**src/rtl/ask_tx_scheduler.sv**
```systemverilog
// Round-robin grant of two valid/ready requesters onto one 2ASK modulator; words go out MSB-first, SYM_CYCLES clocks per bit.
// Optional macro ASK_TX_PREAMBLE_EN sends a PREAMBLE word before every payload.
module ask_tx_scheduler #(
    parameter int SYM_CYCLES = 50,
    parameter int DATA_W     = 16
`ifdef ASK_TX_PREAMBLE_EN
    ,
    parameter logic [DATA_W-1:0] PREAMBLE = 16'hAAAA
`endif
) (
    input  logic              sys_clk,
    input  logic              sys_rst,
    input  logic              req0_valid,
    input  logic [DATA_W-1:0] req0_data,
    output logic              req0_ready,
    input  logic              req1_valid,
    input  logic [DATA_W-1:0] req1_data,
    output logic              req1_ready,
    output logic [DATA_W-1:0] mod_data,
    output logic              mod_bit,
    output logic              mod_en,
    output logic              sym_stb,
    output logic              grant_id,
    output logic              busy,
    output logic              done
);
    localparam int CW = (SYM_CYCLES > 1) ? $clog2(SYM_CYCLES) : 1;
    localparam int BW = (DATA_W > 1) ? $clog2(DATA_W) : 1;
    localparam logic [CW-1:0] CNT_LAST = CW'(SYM_CYCLES - 1);
    localparam logic [BW-1:0] IDX_TOP  = BW'(DATA_W - 1);

`ifdef ASK_TX_PREAMBLE_EN
    typedef enum logic [1:0] {IDLE, PRE, SEND} state_t;
`else
    typedef enum logic [1:0] {IDLE, SEND} state_t;
`endif

    state_t            state, state_n;
    logic [CW-1:0]     sym_cnt, cnt_n, adv_cnt;
    logic [BW-1:0]     bit_idx, idx_n, adv_idx;
    logic [DATA_W-1:0] data_n;
    logic              last_grant;
    logic              grant;
    logic              hs;
    logic              frame_end;
    logic              done_n;
`ifdef ASK_TX_PREAMBLE_EN
    logic [DATA_W-1:0] payload, payload_n;
`endif

    // Tie goes to whoever did not win last; a lone requester always wins.
    assign grant      = (req0_valid && req1_valid) ? ~last_grant : req1_valid;
    assign req0_ready = !sys_rst && (state == IDLE) && req0_valid && !grant;
    assign req1_ready = !sys_rst && (state == IDLE) && req1_valid && grant;
    assign hs         = req0_ready || req1_ready;
    assign frame_end  = (sym_cnt == CNT_LAST) && (bit_idx == '0);

    always_comb begin
        adv_cnt = sym_cnt + 1'b1;
        adv_idx = bit_idx;
        if (sym_cnt == CNT_LAST) begin
            adv_cnt = '0;
            adv_idx = bit_idx - 1'b1;
        end
    end

    always_comb begin
        state_n = state;
        cnt_n   = sym_cnt;
        idx_n   = bit_idx;
        data_n  = mod_data;
`ifdef ASK_TX_PREAMBLE_EN
        payload_n = payload;
`endif
        case (state)
            IDLE: begin
                if (hs) begin
                    cnt_n = '0;
                    idx_n = IDX_TOP;
`ifdef ASK_TX_PREAMBLE_EN
                    state_n   = PRE;
                    data_n    = PREAMBLE;
                    payload_n = grant ? req1_data : req0_data;
`else
                    state_n = SEND;
                    data_n  = grant ? req1_data : req0_data;
`endif
                end
            end
`ifdef ASK_TX_PREAMBLE_EN
            PRE: begin
                if (frame_end) begin
                    state_n = SEND;
                    cnt_n   = '0;
                    idx_n   = IDX_TOP;
                    data_n  = payload;
                end else begin
                    cnt_n = adv_cnt;
                    idx_n = adv_idx;
                end
            end
`endif
            SEND: begin
                if (frame_end) begin
                    state_n = IDLE;
                    cnt_n   = '0;
                end else begin
                    cnt_n = adv_cnt;
                    idx_n = adv_idx;
                end
            end
            default: state_n = IDLE;
        endcase
        // Outputs are registered, so they are derived from the next-cycle state.
        done_n = (state_n == SEND) && (cnt_n == CNT_LAST) && (idx_n == '0);
    end

    always_ff @(posedge sys_clk) begin
        if (sys_rst) begin
            state      <= IDLE;
            sym_cnt    <= '0;
            bit_idx    <= '0;
            last_grant <= 1'b1;
            grant_id   <= 1'b0;
            mod_data   <= '0;
            mod_bit    <= 1'b0;
            mod_en     <= 1'b0;
            sym_stb    <= 1'b0;
            busy       <= 1'b0;
            done       <= 1'b0;
`ifdef ASK_TX_PREAMBLE_EN
            payload    <= '0;
`endif
        end else begin
            state    <= state_n;
            sym_cnt  <= cnt_n;
            bit_idx  <= idx_n;
            mod_data <= data_n;
            mod_bit  <= data_n[idx_n];
            mod_en   <= (state_n != IDLE);
            busy     <= (state_n != IDLE);
            sym_stb  <= (state_n != IDLE) && (cnt_n == '0);
            done     <= done_n;
`ifdef ASK_TX_PREAMBLE_EN
            payload  <= payload_n;
`endif
            if (hs) begin
                grant_id   <= grant;
                last_grant <= grant;
            end
        end
    end
endmodule
```
**config.mk**
```make
export PLATFORM = sky130hd
export DESIGN_NAME = ask_tx_scheduler
export DESIGN_NICKNAME = d
export VERILOG_FILES = /design/src/rtl/ask_tx_scheduler.sv
export SDC_FILE = /design/constraint.sdc
export NUM_CORES = 1
export LEC_CHECK = 0
export ABC_AREA = 1
export BUFFER_PORTS_ARGS = -buffer_cell sky130_fd_sc_hd__buf_2
export CORE_ASPECT_RATIO = 1.75
export CORE_MARGIN = 2
export CORE_UTILIZATION = 50
export DETAILED_ROUTE_END_ITERATION = 10
export PLACE_DENSITY = 0.84
export SLEW_MARGIN = 40
export SYNTH_ARGS = -nofsm -noshare
export SYNTH_HDL_FRONTEND = slang
export SYNTH_SLANG_ARGS = --single-unit
```
**constraint.sdc**
```tcl
create_clock -name sys_clk -period 2.2 [get_ports sys_clk]
set_clock_uncertainty 0.2 [all_clocks]
set_input_delay 0.44 -clock sys_clk [delete_from_list [all_inputs] [get_ports sys_clk]]
set_output_delay 0.44 -clock sys_clk [all_outputs]
set_load 0.01 [all_outputs]
```
==> impl_metrics.env, run 1 <==
export IMPL_utilization_pct=64.2
export IMPL_synth_edf_count=0
export IMPL_routabilityCongestion=0.945
export IMPL_fin_cells=418
export IMPL_fin_nets=408
export IMPL_hold_ws_ns=0.205
export IMPL_synth_cell_type_count=34
export IMPL_routed_wirelength_um=5100
export IMPL_vias=2165
export IMPL_synth_area_leaders="dfxtp_1 34%, nand2_1 20%, nand3_1 9.9%"
export IMPL_outcome="complete, no violations"
export IMPL_crit_buf_inv=1
export IMPL_post_cts_buffers=0
export IMPL_synthCells=305
export IMPL_postCtsHoldBufs=0
export IMPL_grt_pass1_vias=2050
export IMPL_drive_gt1_share_pct=25.4
export IMPL_fin_crit_sh_pct=92.1
export IMPL_grt_max_degree=26
export IMPL_finalHoldViolations=0
export IMPL_p_leak_nw=1.35
export IMPL_slowest_delay_ns=0.42
export IMPL_max_freq_mhz=494
export IMPL_critical_path_arrival_ns=2.01
export IMPL_vias_per_cell=5.18
export IMPL_cap_violations=0
export IMPL_io_pins=60
export IMPL_synth_ff_type="dfxtp_1"
export IMPL_end_kind="register"
export IMPL_root_buffer="clkbuf_8"
export IMPL_ir_drop_mv=0.583
export IMPL_grt_remaining_overflow=0
export IMPL_netlist_area_sq_um=1980
export IMPL_min_path_type="in2reg"
export IMPL_cp_data_required_time_ns=2.18
export IMPL_wl_per_cell_um=12.2
export IMPL_synth_top_area_share_pct=34.4
export IMPL_firstDrtPassIters=4
export IMPL_fp_dieW_um=51.6
export IMPL_path_class="reg2reg"
export IMPL_clk_latency_ns=0.28
export IMPL_numCtsBuffers=5
export IMPL_route_detailed_drc=0
export IMPL_power_density_nw_per_um2=626
export IMPL_cp_common_cell="nand2_1"
export IMPL_rows=30
export IMPL_rsz0062_at_grt="no"
export IMPL_critPathTopFamily="simple AND/OR/NAND/NOR gates"
export IMPL_setup_viol=0
export IMPL_slowest_stage="dfxtp_1"
export IMPL_ys_seq_area_share_pct=34.4
export IMPL_track_usage_pct=24.8
export IMPL_synth_nets=344
export IMPL_dp_cells=410
export IMPL_drt_iter0_drc=83
export IMPL_die_area_sq_um=4500
export IMPL_synth_common_cells="107 x nand2_1, 39 x nand3_1, 34 x dfxtp_1"
export IMPL_postSynthAreaPerCell_sq_um=6.49
export IMPL_grt_pass1_wl_um=8340
export IMPL_cp_start_kind="register"
export IMPL_die_height_um=87.2
export IMPL_io_buffers=59
export IMPL_cp_max_fo=6
export IMPL_clock_sinks=34
export IMPL_grt_antenna_before_repair=0
export IMPL_hpwl_um=4020
export IMPL_tns_ns=0
export IMPL_htreeDepth=2
export IMPL_initial_core_util_pct=51.7
export IMPL_clockBufferDepth=2
export IMPL_fill_cells=382
export IMPL_slew_violations=0
export IMPL_clk_pin_slew_ns=0.07
export IMPL_yosys_register_bits=34
export IMPL_period_needed_ns=2.03
export IMPL_core_area_sq_um=3830
export IMPL_synthToLayoutAreaGrowth_pct=24.1
export IMPL_cts_tree="built"
export IMPL_synth_most_common_cell="nand2_1"
export IMPL_yosys_area_top_type="dfxtp_1"
export IMPL_yosysWarnings=0
export IMPL_post_cts_resized=0
export IMPL_antenna_left=0
export IMPL_num_antenna_cells=0
export IMPL_async_reset_ff_share_pct=0
export IMPL_worstPathCellList="ha_1, nand3_2, nor2_4, nand3_2, o21ai_0, nand2_1, nand2_4, inv_2, nand2_1, nand3_1, nand3_1, nand2_1"
## routing by layer
layer / track usage [%] / part of all wire [%] / vias to the layer above / wire (um)
li1: - / - / 1086 / -
met1: 24.5 / 36 / 990 / 1830
met2: 46.3 / 57 / 69 / 2890
met3: 3.61 / 3.5 / 20 / 177
met4: 15.6 / 4.0 / 0 / 206
met5: 0 / 0 / - / 0
## path summary, 6_finish.rpt
kind / start / depth (start not counted) / slack [ns] / end
hold reg to reg: mod_data[6] / 2 / 0.29 / mod_data[6]
setup / recovery: sym_cnt[0] / 12 / 0.17 / mod_bit
setup reg to reg: sym_cnt[0] / 12 / 0.17 / mod_bit
hold / removal: sys_rst / 2 / 0.20 / grant_id
## registers in the layout, summed over array words and instances, names as in the netlist, 2 cells and up
register	count
state	2
bit_idx	4
sym_cnt	6
mod_data	16
## cell families (layout without fill, tap and decap cells)
kind of cell | count (synthesis) | in the layout | synth area share [%]
and+or+nand+nor | 192 | 192 | 43.7
xor gates and xnor gates | 3 | 3 | 1.33
DFF | 34 | 34 | 34.4
AOI/OAI and AO/OA | 28 | 28 | 8.34
buffers and inverters | 44 | 109 | 10.1
other | 1 | 1 | 0.189
adders and majority gates | 3 | 3 | 1.90
## worst reg2reg max path: cells and delay by family (launching register included)
kind                     cells  cell delay (ns)
flip-flops                   1             0.42
buffers and inverters        1             0.07
AO/OA/AOI/OAI                1             0.10
AND/OR/NAND/NOR              9             0.93
adder cells (fa/ha/maj)      1             0.20
## placed cells by master (no fill, tap or decap), types with 2 or more instances in the layout
master	count
dfxtp_1	34
a21oi_1	11
nand2_4	3
nand3_1	38
o21ai_2	2
xor2_1	2
o21ai_1	2
nand3b_1	4
buf_4	7
inv_1	29
ha_1	3
o21ai_0	8
nor2_1	27
inv_2	4
nand2_1	107
clkbuf_8	5
nand3_2	3
buf_2	59
nand2_2	3
a31oi_1	2
clkbuf_1	2
## report_power, final
group	internal [mW]	switching (mW)
registers	0.648	0.0181
clock network	0.339	0.211
logic	0.124	0.198
## cell type report
class	count	area, sq um	area share (%)
sequential	34	681	27.7
inverter	34	130	5.30
timing repair buffer	67	368	15.0
clock buffer	7	76.3	3.11
tap	48	60.1	2.44
multi-input combinational	227	1110	45.3
clock inverter	1	30.0	1.22
## through the flow
stage / instance area [sq um] / power (mW) / worst slack [ns]
floorplan: 1980 / 0.887 / 0.396
finish: 2460 / 1.54 / 0.175
CTS: 2440 / 1.54 / 0.189
global route: 2460 / 1.62 / 0.0385
global placement: 2340 / 0.990 / 0.221
detailed placement: 2340 / 0.996 / 0.166
Note: power is estimated with default switching activity, not from simulation.
==> run 2: changes to the inputs <==
- CELL_PAD_IN_SITES_DETAIL_PLACEMENT: not set -> 1
- CELL_PAD_IN_SITES_GLOBAL_PLACEMENT: not set -> 1
- CORE_UTILIZATION: 50 -> 35
- PLACE_DENSITY: 0.84 -> 0.85
==> run 2 against run 1 <==
  * Critical endpoint unchanged
  * First-iteration DRC count decreased by 66%
  * Worst hold slack improved by 0.060 ns
  * Sequential cell count unchanged
  * Critical path depth unchanged
  * Wire length increased by 22%
  * Count of clock-buffer cells in the layout increased by 1
  * Highest routed layer unchanged
  * Clock power increased by 1%
  * Final area increased by 1.8%
  * Critical path type unchanged
  * Die area increased by 40%
==> impl_metrics.env, run 2 (synthesis results as in run 1) <==
export IMPL_vias_per_cell=4.87
export IMPL_grt_antenna_before_repair=0
export IMPL_clk_latency_ns=0.29
export IMPL_min_path_type="in2reg"
export IMPL_layout_commonest_cell="nand2_1"
export IMPL_utilization_pct=45.5
export IMPL_ir_drop_mv=0.358
export IMPL_numCtsBuffers=5
export IMPL_grt_pass1_vias=2239
export IMPL_track_usage_pct=21.9
export IMPL_hold_start="sys_rst"
export IMPL_routed_wirelength_um=6230
export IMPL_cts_tree="built"
export IMPL_wl_per_cell_um=13.9
export IMPL_core_area_sq_um=5500
export IMPL_htreeDepth=2
export IMPL_slew_violations=0
export IMPL_io_pins=60
export IMPL_hpwl_um=4910
export IMPL_vias=2181
export IMPL_routabilityCongestion=0.823
export IMPL_tns_ns=0
export IMPL_cap_violations=0
export IMPL_critical_path_arrival_ns=2.04
export IMPL_firstDrtPassIters=4
export IMPL_top_regs="mod_data: 16 flops, sym_cnt: 6 flops, bit_idx: 4 flops"
export IMPL_fin_cells=448
export IMPL_drt_iter0_drc=28
export IMPL_initial_core_util_pct=36.0
export IMPL_post_cts_buffers=0
export IMPL_final_cell_mix="107 x nand2_1, 59 x buf_2, 38 x nand3_1"
export IMPL_fin_nets=410
export IMPL_synthToLayoutAreaGrowth_pct=26.4
export IMPL_cp_max_fo=6
export IMPL_setup_viol=0
export IMPL_rr_startpoint="bit_idx[0]"
export IMPL_holdPathStages=2
export IMPL_grt_remaining_overflow=0
export IMPL_drive_gt1_share_pct=26.6
export IMPL_grt_max_degree=21
export IMPL_root_buffer="clkbuf_8"
export IMPL_route_detailed_drc=0
export IMPL_clk_pin_slew_ns=0.07
export IMPL_cp_start_kind="register"
export IMPL_startpoint="bit_idx[0]"
export IMPL_cp_data_required_time_ns=2.19
export IMPL_dp_cells=440
export IMPL_clockBufferDepth=2
export IMPL_die_area_sq_um=6300
export IMPL_fin_crit_sh_pct=93.1
export IMPL_antenna_left=0
export IMPL_path_class="reg2reg"
export IMPL_outcome="complete, no violations"
export IMPL_power_density_nw_per_um2=623
export IMPL_fp_dieW_um=60.8
export IMPL_largest_reg_flops=16
export IMPL_rr_worst_depth=12
export IMPL_end_kind="register"
export IMPL_num_antenna_cells=0
export IMPL_postCtsHoldBufs=0
export IMPL_clock_sinks=34
export IMPL_die_height_um=103
export IMPL_rows=36
export IMPL_max_freq_mhz=488
export IMPL_p_leak_nw=1.36
export IMPL_io_buffers=59
export IMPL_regMostFlops="mod_data"
export IMPL_grt_pass1_wl_um=10100
export IMPL_period_needed_ns=2.05
export IMPL_finalHoldViolations=0
[run 2: cell count changes in the layout (fill, tap and decap cells not counted)]
cell / delta
bufinv_16: -1
clkbuf_8: +3
a21oi_1: -1
buf_4: +3
buf_12: -1
a21oi_2: +1
clkbuf_1: -2
[run 2: final timing paths]
check             slack, ns           to
setup / recovery       0.15      mod_bit
setup reg to reg       0.15      mod_bit
hold reg to reg        0.29  mod_data[6]
hold / removal         0.26  mod_data[9]
[run 2: critical path: stages (launching register included)]
cell and delay, ns:
dfxtp_1 0.40, inv_1 0.11, ha_1 0.24, nand3_2 0.16
nand3_2 0.13, o21ai_0 0.11, nand2_1 0.11, nand2_4 0.11
inv_2 0.07, nand2_1 0.06, nand3_1 0.09, nand3_1 0.12
nand2_1 0.05
[run 2: layout make-up]
cell class,count,area [sq um]
Inverter,34,130
Clock buffer,8,110
Multi-Input combinational cell,227,1120
Tap cell,76,95.1
Fill cell,780,2990
Sequential cell,34,681
Timing Repair Buffer,69,370
[run 2: routing by layer]
layer | track usage [%] | up-vias | share of wire (%)
li1 | - | 1096 | -
met1 | 21.2 | 1009 | 37
met2 | 41.8 | 54 | 56
met3 | 3.11 | 22 | 2.9
met4 | 12.2 | 0 | 4.4
met5 | 0 | - | 0
[run 2: what timing repair did]
item	in CTS	in global routing
setup endpoints to repair	0	1
hold endpoints to repair	0	0
gates resized for setup	0	3
[run 2: power breakdown]
part / switching (mW) / internal (mW) / total (mW)
clock: 0.241 / 0.316 / 0.557
combinational: 0.211 / 0.125 / 0.335
sequential: 0.0196 / 0.648 / 0.667
total: 0.471 / 1.09 / 1.56
[run 2: metrics by stage]
stage / power, mW / hold WS [ns] / instance area, sq um / setup WS (ns)
global route: 1.64 / 0.278 / 2500 / -0.00779
CTS: 1.56 / 0.267 / 2480 / 0.0696
finish: 1.56 / 0.265 / 2500 / 0.151
detailed placement: 1.01 / 0.280 / 2370 / 0.0860
floorplan: 0.887 / 0.249 / 1980 / 0.396
global placement: 0.998 / 0.272 / 2370 / 0.121
